File: config.mk
export PLATFORM = sky130hd
export DESIGN_NAME = writeback
export DESIGN_NICKNAME = d
export VERILOG_FILES = /design/src/rtl/writeback.sv
export SDC_FILE = /design/constraint.sdc
export NUM_CORES = 1
export LEC_CHECK = 0
export ABC_AREA = 1
export CORE_ASPECT_RATIO = 1.1
export CORE_MARGIN = 3
export CORE_UTILIZATION = 45
export DETAILED_ROUTE_END_ITERATION = 10
export DONT_BUFFER_PORTS = 1
export GPL_TIMING_DRIVEN = 0
export PLACE_DENSITY = 0.66
export REMOVE_ABC_BUFFERS = 1
export SYNTH_ARGS = -nofsm -noshare
export SYNTH_HDL_FRONTEND = slang
export SYNTH_SLANG_ARGS = --single-unit
File: constraint.sdc
create_clock -name clk -period 2.3 [get_ports clk]
set_input_delay 0.345 -clock clk [delete_from_list [all_inputs] [get_ports clk]]
set_output_delay 0.345 -clock clk [all_outputs]
set_load 0.005 [all_outputs]
File: src/rtl/writeback.sv
`default_nettype none
// ============================================================================
// Module   : writeback
// Purpose  : Writeback stage that drives the register-file write port.
//            The write data comes from the ALU result, pc+4, or a data-memory
//            load. A load runs a request/valid handshake with the memory. The
//            returned word is reduced to a byte or halfword and then sign- or
//            zero-extended. A load that waits too long is aborted, and
//            upstream is stalled while a load is outstanding.
// Ports    : clk        - clock, all state updates on posedge
//            reset      - asynchronous active-low reset
//            wb_valid   - instruction presented (ignored while stall=1)
//            wb_sel     - 00 ALU, 01 load, 10 pc+4, 11 no write
//            rf_we_in   - instruction writes rd
//            rd         - destination register index
//            alu_out    - ALU result / load byte address
//            pc         - instruction pc
//            funct3     - load type (lb, lh, lw, lbu, lhu)
//            mem_req    - load request, high while waiting for data
//            mem_addr   - word-aligned load address
//            mem_rvalid - memory read data valid
//            mem_rdata  - memory read word
//            rf_wen     - register-file write enable (1-cycle pulse)
//            rf_rd      - register-file write index
//            wbdata     - register-file write data
//            stall      - load outstanding, upstream must hold
//            err        - 1-cycle pulse: misaligned/illegal load or timeout
// Revision : 1.0 - initial release
// ============================================================================
module writeback #(
  parameter int TIMEOUT = 16,
  parameter int CNT_W   = 5
) (
  input  logic        clk,
  input  logic        reset,
  input  logic        wb_valid,
  input  logic [1:0]  wb_sel,
  input  logic        rf_we_in,
  input  logic [4:0]  rd,
  input  logic [31:0] alu_out,
  input  logic [31:0] pc,
  input  logic [2:0]  funct3,
  output logic        mem_req,
  output logic [31:0] mem_addr,
  input  logic        mem_rvalid,
  input  logic [31:0] mem_rdata,
  output logic        rf_wen,
  output logic [4:0]  rf_rd,
  output logic [31:0] wbdata,
  output logic        stall,
  output logic        err
);

  typedef enum logic [0:0] {
    IDLE      = 1'b0,
    LOAD_WAIT = 1'b1
  } state_t;

  localparam logic [2:0] F3_LB  = 3'd0;
  localparam logic [2:0] F3_LH  = 3'd1;
  localparam logic [2:0] F3_LW  = 3'd2;
  localparam logic [2:0] F3_LBU = 3'd4;
  localparam logic [2:0] F3_LHU = 3'd5;

  localparam logic [CNT_W-1:0] CNT_LAST = CNT_W'(TIMEOUT - 1);

  state_t           state, state_nxt;
  logic [CNT_W-1:0] cnt, cnt_nxt;
  logic             rf_wen_nxt;
  logic [4:0]       rf_rd_nxt;
  logic [31:0]      wbdata_nxt;
  logic             err_nxt;
  logic [31:0]      mem_addr_nxt;

  // Load context captured when the load is accepted
  logic [4:0]       ld_rd, ld_rd_nxt;
  logic             ld_we, ld_we_nxt;
  logic [2:0]       ld_f3, ld_f3_nxt;
  logic [1:0]       ld_off, ld_off_nxt;

  logic             load_bad;
  logic [7:0]       rd_byte;
  logic [15:0]      rd_half;
  logic [31:0]      load_result;

  // Request and stall are pure functions of the state register, so an
  // asynchronous reset removes them immediately.
  assign mem_req = (state == LOAD_WAIT);
  assign stall   = (state == LOAD_WAIT);

  // Alignment / legality check on the incoming load
  always_comb begin
    load_bad = 1'b0;
    case (funct3)
      F3_LB, F3_LBU: load_bad = 1'b0;
      F3_LH, F3_LHU: load_bad = alu_out[0];
      F3_LW:         load_bad = (alu_out[1:0] != 2'b00);
      default:       load_bad = 1'b1;
    endcase
  end

  // Byte/halfword extraction from the returned word using the latched offset
  always_comb begin
    rd_byte = mem_rdata[7:0];
    case (ld_off)
      2'd0: rd_byte = mem_rdata[7:0];
      2'd1: rd_byte = mem_rdata[15:8];
      2'd2: rd_byte = mem_rdata[23:16];
      2'd3: rd_byte = mem_rdata[31:24];
      default: rd_byte = mem_rdata[7:0];
    endcase
    rd_half = ld_off[1] ? mem_rdata[31:16] : mem_rdata[15:0];

    load_result = mem_rdata;
    case (ld_f3)
      F3_LB:   load_result = {{24{rd_byte[7]}}, rd_byte};
      F3_LH:   load_result = {{16{rd_half[15]}}, rd_half};
      F3_LBU:  load_result = {24'd0, rd_byte};
      F3_LHU:  load_result = {16'd0, rd_half};
      default: load_result = mem_rdata;
    endcase
  end

  // Next-state and next-output logic
  always_comb begin
    state_nxt    = state;
    cnt_nxt      = cnt;
    rf_wen_nxt   = 1'b0;
    rf_rd_nxt    = rf_rd;
    wbdata_nxt   = wbdata;
    err_nxt      = 1'b0;
    mem_addr_nxt = mem_addr;
    ld_rd_nxt    = ld_rd;
    ld_we_nxt    = ld_we;
    ld_f3_nxt    = ld_f3;
    ld_off_nxt   = ld_off;

    case (state)
      IDLE: begin
        if (wb_valid) begin
          case (wb_sel)
            2'b00, 2'b10: begin
              // rf_rd/wbdata only move when a write really happens
              if (rf_we_in && (rd != 5'd0)) begin
                rf_wen_nxt = 1'b1;
                rf_rd_nxt  = rd;
                wbdata_nxt = wb_sel[1] ? (pc + 32'd4) : alu_out;
              end
            end
            2'b01: begin
              if (load_bad) begin
                err_nxt = 1'b1;
              end else begin
                ld_rd_nxt    = rd;
                ld_we_nxt    = rf_we_in;
                ld_f3_nxt    = funct3;
                ld_off_nxt   = alu_out[1:0];
                mem_addr_nxt = {alu_out[31:2], 2'b00};
                cnt_nxt      = '0;
                state_nxt    = LOAD_WAIT;
              end
            end
            default: ;
          endcase
        end
      end

      LOAD_WAIT: begin
        cnt_nxt = cnt + CNT_W'(1);
        // Data arriving on the final allowed cycle beats the timeout
        if (mem_rvalid) begin
          state_nxt = IDLE;
          if (ld_we && (ld_rd != 5'd0)) begin
            rf_wen_nxt = 1'b1;
            rf_rd_nxt  = ld_rd;
            wbdata_nxt = load_result;
          end
        end else if (cnt == CNT_LAST) begin
          state_nxt = IDLE;
          err_nxt   = 1'b1;
        end
      end

      default: state_nxt = IDLE;
    endcase
  end

  always_ff @(posedge clk or negedge reset) begin
    if (!reset) begin
      state    <= IDLE;
      cnt      <= '0;
      rf_wen   <= 1'b0;
      rf_rd    <= 5'd0;
      wbdata   <= 32'd0;
      err      <= 1'b0;
      mem_addr <= 32'd0;
      ld_rd    <= 5'd0;
      ld_we    <= 1'b0;
      ld_f3    <= 3'd0;
      ld_off   <= 2'd0;
    end else begin
      state    <= state_nxt;
      cnt      <= cnt_nxt;
      rf_wen   <= rf_wen_nxt;
      rf_rd    <= rf_rd_nxt;
      wbdata   <= wbdata_nxt;
      err      <= err_nxt;
      mem_addr <= mem_addr_nxt;
      ld_rd    <= ld_rd_nxt;
      ld_we    <= ld_we_nxt;
      ld_f3    <= ld_f3_nxt;
      ld_off   <= ld_off_nxt;
    end
  end

endmodule
`default_nettype wire

==> results.ini, run 1 <==
[routing]
antenna_left=0
vias=5392
first_pass_iters=5
drt_wl_total_mm=18.20
drcViolationCount=0
dr.first_iter.drc_count=363
viasPerCell=5.266
wl_per_cell_um=17.77

[clock_tree]
clockRootBuffer=clkbuf_16
cts_tree=yes
clk_pin_slew_ps=70
cts_made_buffers=9
clkLatencyLatePin_ps=350
ctsHtreeMaxLevel=3
cts_buffer_depth=2
cts_sinks=86

[sta]
layout_setup_ws_ps=224.4
relSlewSlack=0.5477
grt_setup_unrepaired=no
drv_slew=0
finClkSkew_ps=6.732
holdWs_ps=-316.1
period_share=0.9025
finalHoldViolCount=86
worstMarginPinSlew_ps=678.5
setup_violations=0
finalCriticalPeriod_ps=2076
fmax_mhz=481.8

[placement]
io_buffers=0
dpl_cell_area_mm2=0.005655
dp.final_hpwl_mm=12.66
dp_slack_ps=-702.8
routabilityCongestion=0.8953

[critical_path]
critPathMaxFanout=41
cp-end-kind=flip-flop
criticalPathCategory=reg2reg
cp-start-kind=flip-flop
crit_path_cell_trace=buf_12, clkinvlp_4, buf_4, a21oi_1, nand4_1, nand3_1, nand2_1
crit_slowest_cell=dfrtp_4
worstPathRequired_ps=2530
cp.arrival_ps=2310
cpPeakStageDelay_ps=690

[synth]
yosysUniqueCellTypes=39
synthAdderAreaFrac=0.006599
avgSynthCellArea_um2=6.413
synthMuxAreaShare=0
yosysWarnings=0
synth_xor_area_frac=0.007699
yosys.area_share.simple=0.4050
ys_ff_latch=86
synth_compound_area_frac=0.1047
netlist_area_mm2=0.005688
ys_seq_area_frac=0.3784
synthCells=887
synth_top_family_by_area=simple AND/OR/NAND/NOR gates

[final_layout]
final.fill_count=1314
antenna_cells=0
final_cell_area_mm2=0.006090
final_util=0.4995
area_growth_pct=7.061
drive_gt1_frac=0.06092
nets=979

[grt]
grt_pass1_vias=5299
overflow=0
grt_max_degree=87
track_usage=0.2623
grt_pass1_wl_mm=28.30
antenna_found_initial=0

[floorplan]
start_util=0.4665
die_h_um=123.9
die_w_um=113.2
ios=184
die_area_mm2=0.01403
core_mm2=0.01219
rows=42

[min_path]
hold_class=in2async

[outcome]
violations=hold timing
outcome=finished, violations left

[job]
drv_cap=0

[pwr]
power_density_mw_per_mm2=807.7
p_leak_nw=3.093
peakVddDrop_mv=0.4029

[cell usage in the layout, fill, tap and decap left out, drive strengths merged, types with 3 or more instances in the layout]
master    count
a21oi        36
dfrtp        86
o21bai        5
nand3b        3
ha            3
o22ai         3
clkbuf       10
clkinvlp      4
clkinv        3
nand3        36
nor2         85
o21ai        49
o211ai        3
xnor2         3
nand2       412
buf           6
nand4        25
inv          77
a31oi         7
[routing by layer]
layer  share of wire  up-vias  GRT usage
met5               0        -          0
met4           0.024        0    0.09542
met3           0.094       26    0.08552
met2            0.46      177     0.4193
met1            0.42     2447     0.3338
li1                -     2742          -
[path summary, 6_finish.rpt]
kind | endpoint | cells past startpoint | from | slack [ps]
setup / recovery | wbdata[14] | 7 | mem_req | 220
setup reg to reg | wbdata[14] | 7 | mem_req | 220
hold / removal | mem_addr[19] | 0 | reset | -320
max in group asynchronous | ld_f3[1] | 0 | reset | 2490
min in group clk | mem_addr[2] | 2 | alu_out[2] | 100
hold reg to reg | ld_we | 2 | ld_we | 490
[critical path, delay by kind of cell, from the launching register on]
kind                   cells  cell delay (ps)
AO/OA/AOI/OAI              1              120
buffers and inverters      3              760
flip-flops                 1              690
AND/OR/NAND/NOR            3              370
[flip-flops by register name, summed over array words and instances (netlist names), 2 cells and up]
register,flops
ld_f3,3
rf_rd,5
mem_addr,30
ld_off,2
cnt,5
wbdata,32
ld_rd,5
[report_power, final]
part	leakage, nW	total [W]	switching, W	internal [W]
sequential	1.07	0.00227	0.000383	0.00189
combinational	1.86	0.00101	0.000632	0.000383
clock	0.164	0.00163	0.000639	0.000991
total	3.09	0.00492	0.00165	0.00326
[synthesized netlist by cell type (all sizes together)]
library cell,n,share of area
a21oi,36,0.034
a22oi,2,0.0026
a31oi,7,0.0077
buf,36,0.040
clkbuf,6,0.0040
clkinv,3,0.0029
conb,1,0.00066
dfrtp,86,0.38
ha,3,0.0066
inv,76,0.050
nand2,411,0.27
nand3,36,0.033
nand3b,3,0.0040
nand4,25,0.027
nor2,85,0.063
nor3,2,0.0018
o211ai,3,0.0040
o21ai,49,0.044
o21bai,5,0.0066
o22ai,3,0.0033
o311ai,1,0.0015
o32ai,1,0.0015
or2,2,0.0022
xnor2,3,0.0046
xor2,2,0.0031
[final cells by class]
class                           count  area (um2)  share of cell area
Multi-Input combinational cell    682        3029              0.4974
Clock buffer                       10       239.0             0.03924
Tap cell                          154       192.7             0.03164
Timing Repair inverter              1       7.507            0.001233
Clock inverter                      6       91.34             0.01500
Sequential cell                    86        2157              0.3542
Timing Repair Buffer                6       57.56            0.009451
Inverter                           79       315.3             0.05178
[stage by stage]
step,hold slack [ps],setup TNS [ps],total power [W],std cells
3_5_place_dp,51.32,-36210,0.003281,1001
6_report,-316.1,0,0.004918,1024
3_3_place_gp,51.72,-165500,0.003259,1000
2_1_floorplan,49.41,-36250,0.002976,846
4_1_cts,-325.8,0,0.004944,1024
5_1_grt,-327.2,0,0.005214,1024
[timing repair]
item,CTS,global route
setup endpoints to repair,69,52
setup buffers,5,0
cloned,2,0
hold endpoints to repair,86,86
pin swaps,1,0
gates resized for setup,7,4
[cells by family after synthesis]
kind of cell	after synthesis
xor gates and xnor gates	5
AOI/OAI and AO/OA	107
DFF	86
buffers and inverters	121
other	1
and+or+nand+nor	564
adders and majority gates	3
Power figures use the tool's default switching activity.
==> run 2, diff against run 1 <==
--- a/config.mk
+++ b/config.mk
@@ -12,7 +12,6 @@
 export DETAILED_ROUTE_END_ITERATION = 10
 export DONT_BUFFER_PORTS = 1
 export GPL_TIMING_DRIVEN = 0
-export PLACE_DENSITY = 0.66
 export REMOVE_ABC_BUFFERS = 1
 export SYNTH_ARGS = -nofsm -noshare
 export SYNTH_HDL_FRONTEND = slang
==> constraint.sdc (replaced) <==
create_clock -name clk -period 1.8 [get_ports clk]
set_input_delay 0.27 -clock clk [delete_from_list [all_inputs] [get_ports clk]]
set_output_delay 0.27 -clock clk [all_outputs]
set_load 0.005 [all_outputs]
==> results.ini, run 2 (synthesis gave the netlist of run 1 again) <==
[outcome]
outcome=finished, violations left
violations=hold timing

[sta]
fmax_mhz=574.7  ; +19%
holdWs_ps=-393.3  ; -77.14 ps
relSlewSlack=0.5819  ; +0.03423
worstMarginPinSlew_ps=625.8  ; -52.67 ps
setup_violations=0  ; unchanged
finalHoldViolCount=86  ; unchanged
period_share=0.9667  ; +0.06420
finalCriticalPeriod_ps=1740  ; -335.7 ps
finClkSkew_ps=6.535  ; -0.1965 ps
grt_setup_unrepaired=yes
drv_slew=0  ; unchanged

[clock_tree]
clockRootBuffer=clkbuf_16
clk_pin_slew_ps=60  ; about the same
cts_buffer_depth=2  ; unchanged
cts_sinks=86  ; unchanged
ctsHtreeMaxLevel=3  ; unchanged
cts_tree=yes
clkLatencyLatePin_ps=360  ; about the same
cts_made_buffers=9  ; unchanged

[floorplan]
core_mm2=0.01219  ; unchanged
die_area_mm2=0.01403  ; unchanged
die_w_um=113.2  ; unchanged
rows=42  ; unchanged
ios=184  ; unchanged
die_h_um=123.9  ; unchanged
start_util=0.4665  ; unchanged

[pwr]
p_comb_frac=0.222  ; +0.016
clockPowerShare=0.338  ; +0.007
internal_power_w=0.004404  ; +35%
peakVddDrop_mv=0.5823  ; +45%
p_leak_nw=3.222  ; +4.2%
p_switching_w=0.002179  ; +32%
switching_share=0.3310  ; -0.005224
total_power_w=0.006584  ; +34%
p_seq_frac=0.440  ; -0.022
power_density_mw_per_mm2=1041  ; +29%

[routing]
first_pass_iters=5  ; unchanged
viasPerCell=5.458  ; +3.7%
vias=5671  ; +5.2%
antenna_left=0  ; unchanged
wl_per_cell_um=19.52  ; +9.8%
drt_wl_total_mm=20.28  ; +11%
dr.first_iter.drc_count=383  ; +5.5%
drcViolationCount=0  ; unchanged

[final_layout]
largest_register_ffs=32  ; unchanged
antenna_cells=0  ; unchanged
drive_gt1_frac=0.07684  ; +0.01592
final_cell_area_mm2=0.006324  ; +3.8%
mostFrequentLayoutCells=405 x nand2_1, 83 x dfrtp_1, 76 x nor2_1
final.fill_count=1232  ; -6.2%
area_growth_pct=11.17
nets=994  ; +1.5%
top_register=wbdata
top_regs=wbdata x32, mem_addr x30
final_common_cell=nand2_1
final_util=0.5187  ; +0.01919

[grt]
antenna_found_initial=0  ; unchanged
grt_max_degree=87  ; unchanged
grt_pass1_wl_mm=30.44  ; +7.6%
track_usage=0.2839  ; +0.02152
overflow=0  ; unchanged
grt_pass1_vias=5561  ; +4.9%

[min_path]
hold_class=in2async

[job]
drv_cap=0  ; unchanged

[critical_path]
path_buf_inv=2  ; -1
cpMostUsedCell=nand2_1
critPathMaxFanout=24  ; -41%
cp.arrival_ps=1990  ; -320 ps
crit_slowest_cell=dfrtp_2
crit_path_cell_trace=buf_4, nand3_1, nand3_1, nand3_4, nand4_1, nand2_1, clkinv_1, nand2_1, nand2_1
cpPeakStageDelay_ps=500  ; -190 ps
critPathTopFamily=simple AND/OR/NAND/NOR gates
criticalPathCategory=reg2reg
cp-end-kind=flip-flop
worstPathRequired_ps=2050  ; -480 ps
cp-start-kind=flip-flop

[placement]
routabilityCongestion=0.8972  ; +0.21%
io_buffers=0  ; unchanged
dpl_cell_area_mm2=0.005655  ; unchanged
dp.final_hpwl_mm=13.25  ; +4.6%

## run 2: changes by cell type in the layout (fill, tap and decap cells not counted), moves of 2 or more
cell and delta:
inv_6 -2, clkbuf_1 +2, nand2_4 +2, clkbuf_16 +2
buf_4 +8
## run 2: per-layer routing
metal / part of all wire / GRT usage / wire length [um]
met1: 0.41 / 0.3472 / 8318
met5: 0 / 0 / 0
met2: 0.47 / 0.4607 / 9513
met3: 0.095 / 0.09815 / 1919
met4: 0.026 / 0.1142 / 527
## run 2: final timing paths
kind	from	end	slack, ps	cells after the start
setup / recovery	ld_off[1]	wbdata[24]	60	9
hold / removal	reset	mem_addr[26]	-390	0
setup reg to reg	ld_off[1]	wbdata[24]	60	9
hold reg to reg	ld_we	ld_we	480	2
max in group asynchronous	reset	ld_f3[1]	2050	0
min in group clk	alu_out[2]	mem_addr[2]	20	2
## run 2: per-stage QoR
stage	hold WS, ps	instances	TNS, ps	setup WS, ps
2_1_floorplan	-25.59	846	-78080	-1045
3_3_place_gp	-23.33	1000	-208390	-2726
3_5_place_dp	-23.49	1001	-67070	-1096
4_1_cts	-401.6	1030	0	10.10
5_1_grt	-409.0	1039	-34.51	-25.49
6_report	-393.3	1039	0	60.02
## run 2: layout make-up
class,count,area (um2),share of cell area
inverter,79,325.3,0.05144
tap,154,192.7,0.03047
sequential,86,2161,0.3417
clock buffer,13,260.3,0.04116
timing repair inverter,1,7.507,0.001187
clock inverter,3,90.09,0.01425
timing repair buffer,19,214.0,0.03383
multi-input combinational,684,3073,0.4860
## run 2: power groups by stage
stage	registers [W]	clock network, W	logic, W
finish	0.00289	0.00223	0.00146
global route	0.00296	0.00235	0.00167
CTS	0.00292	0.00227	0.00135
detailed placement	0.00294	0	0.00128
global placement	0.00295	0	0.00121
floorplan	0.00281	0	0.000998
## run 2: repair_timing
action,CTS,global route
hold endpoints to repair,86,86
cloned,3,3
pin swaps,4,3
resized for setup,17,5
buffers inserted,10,6
endpoints found under the setup margin,82,68
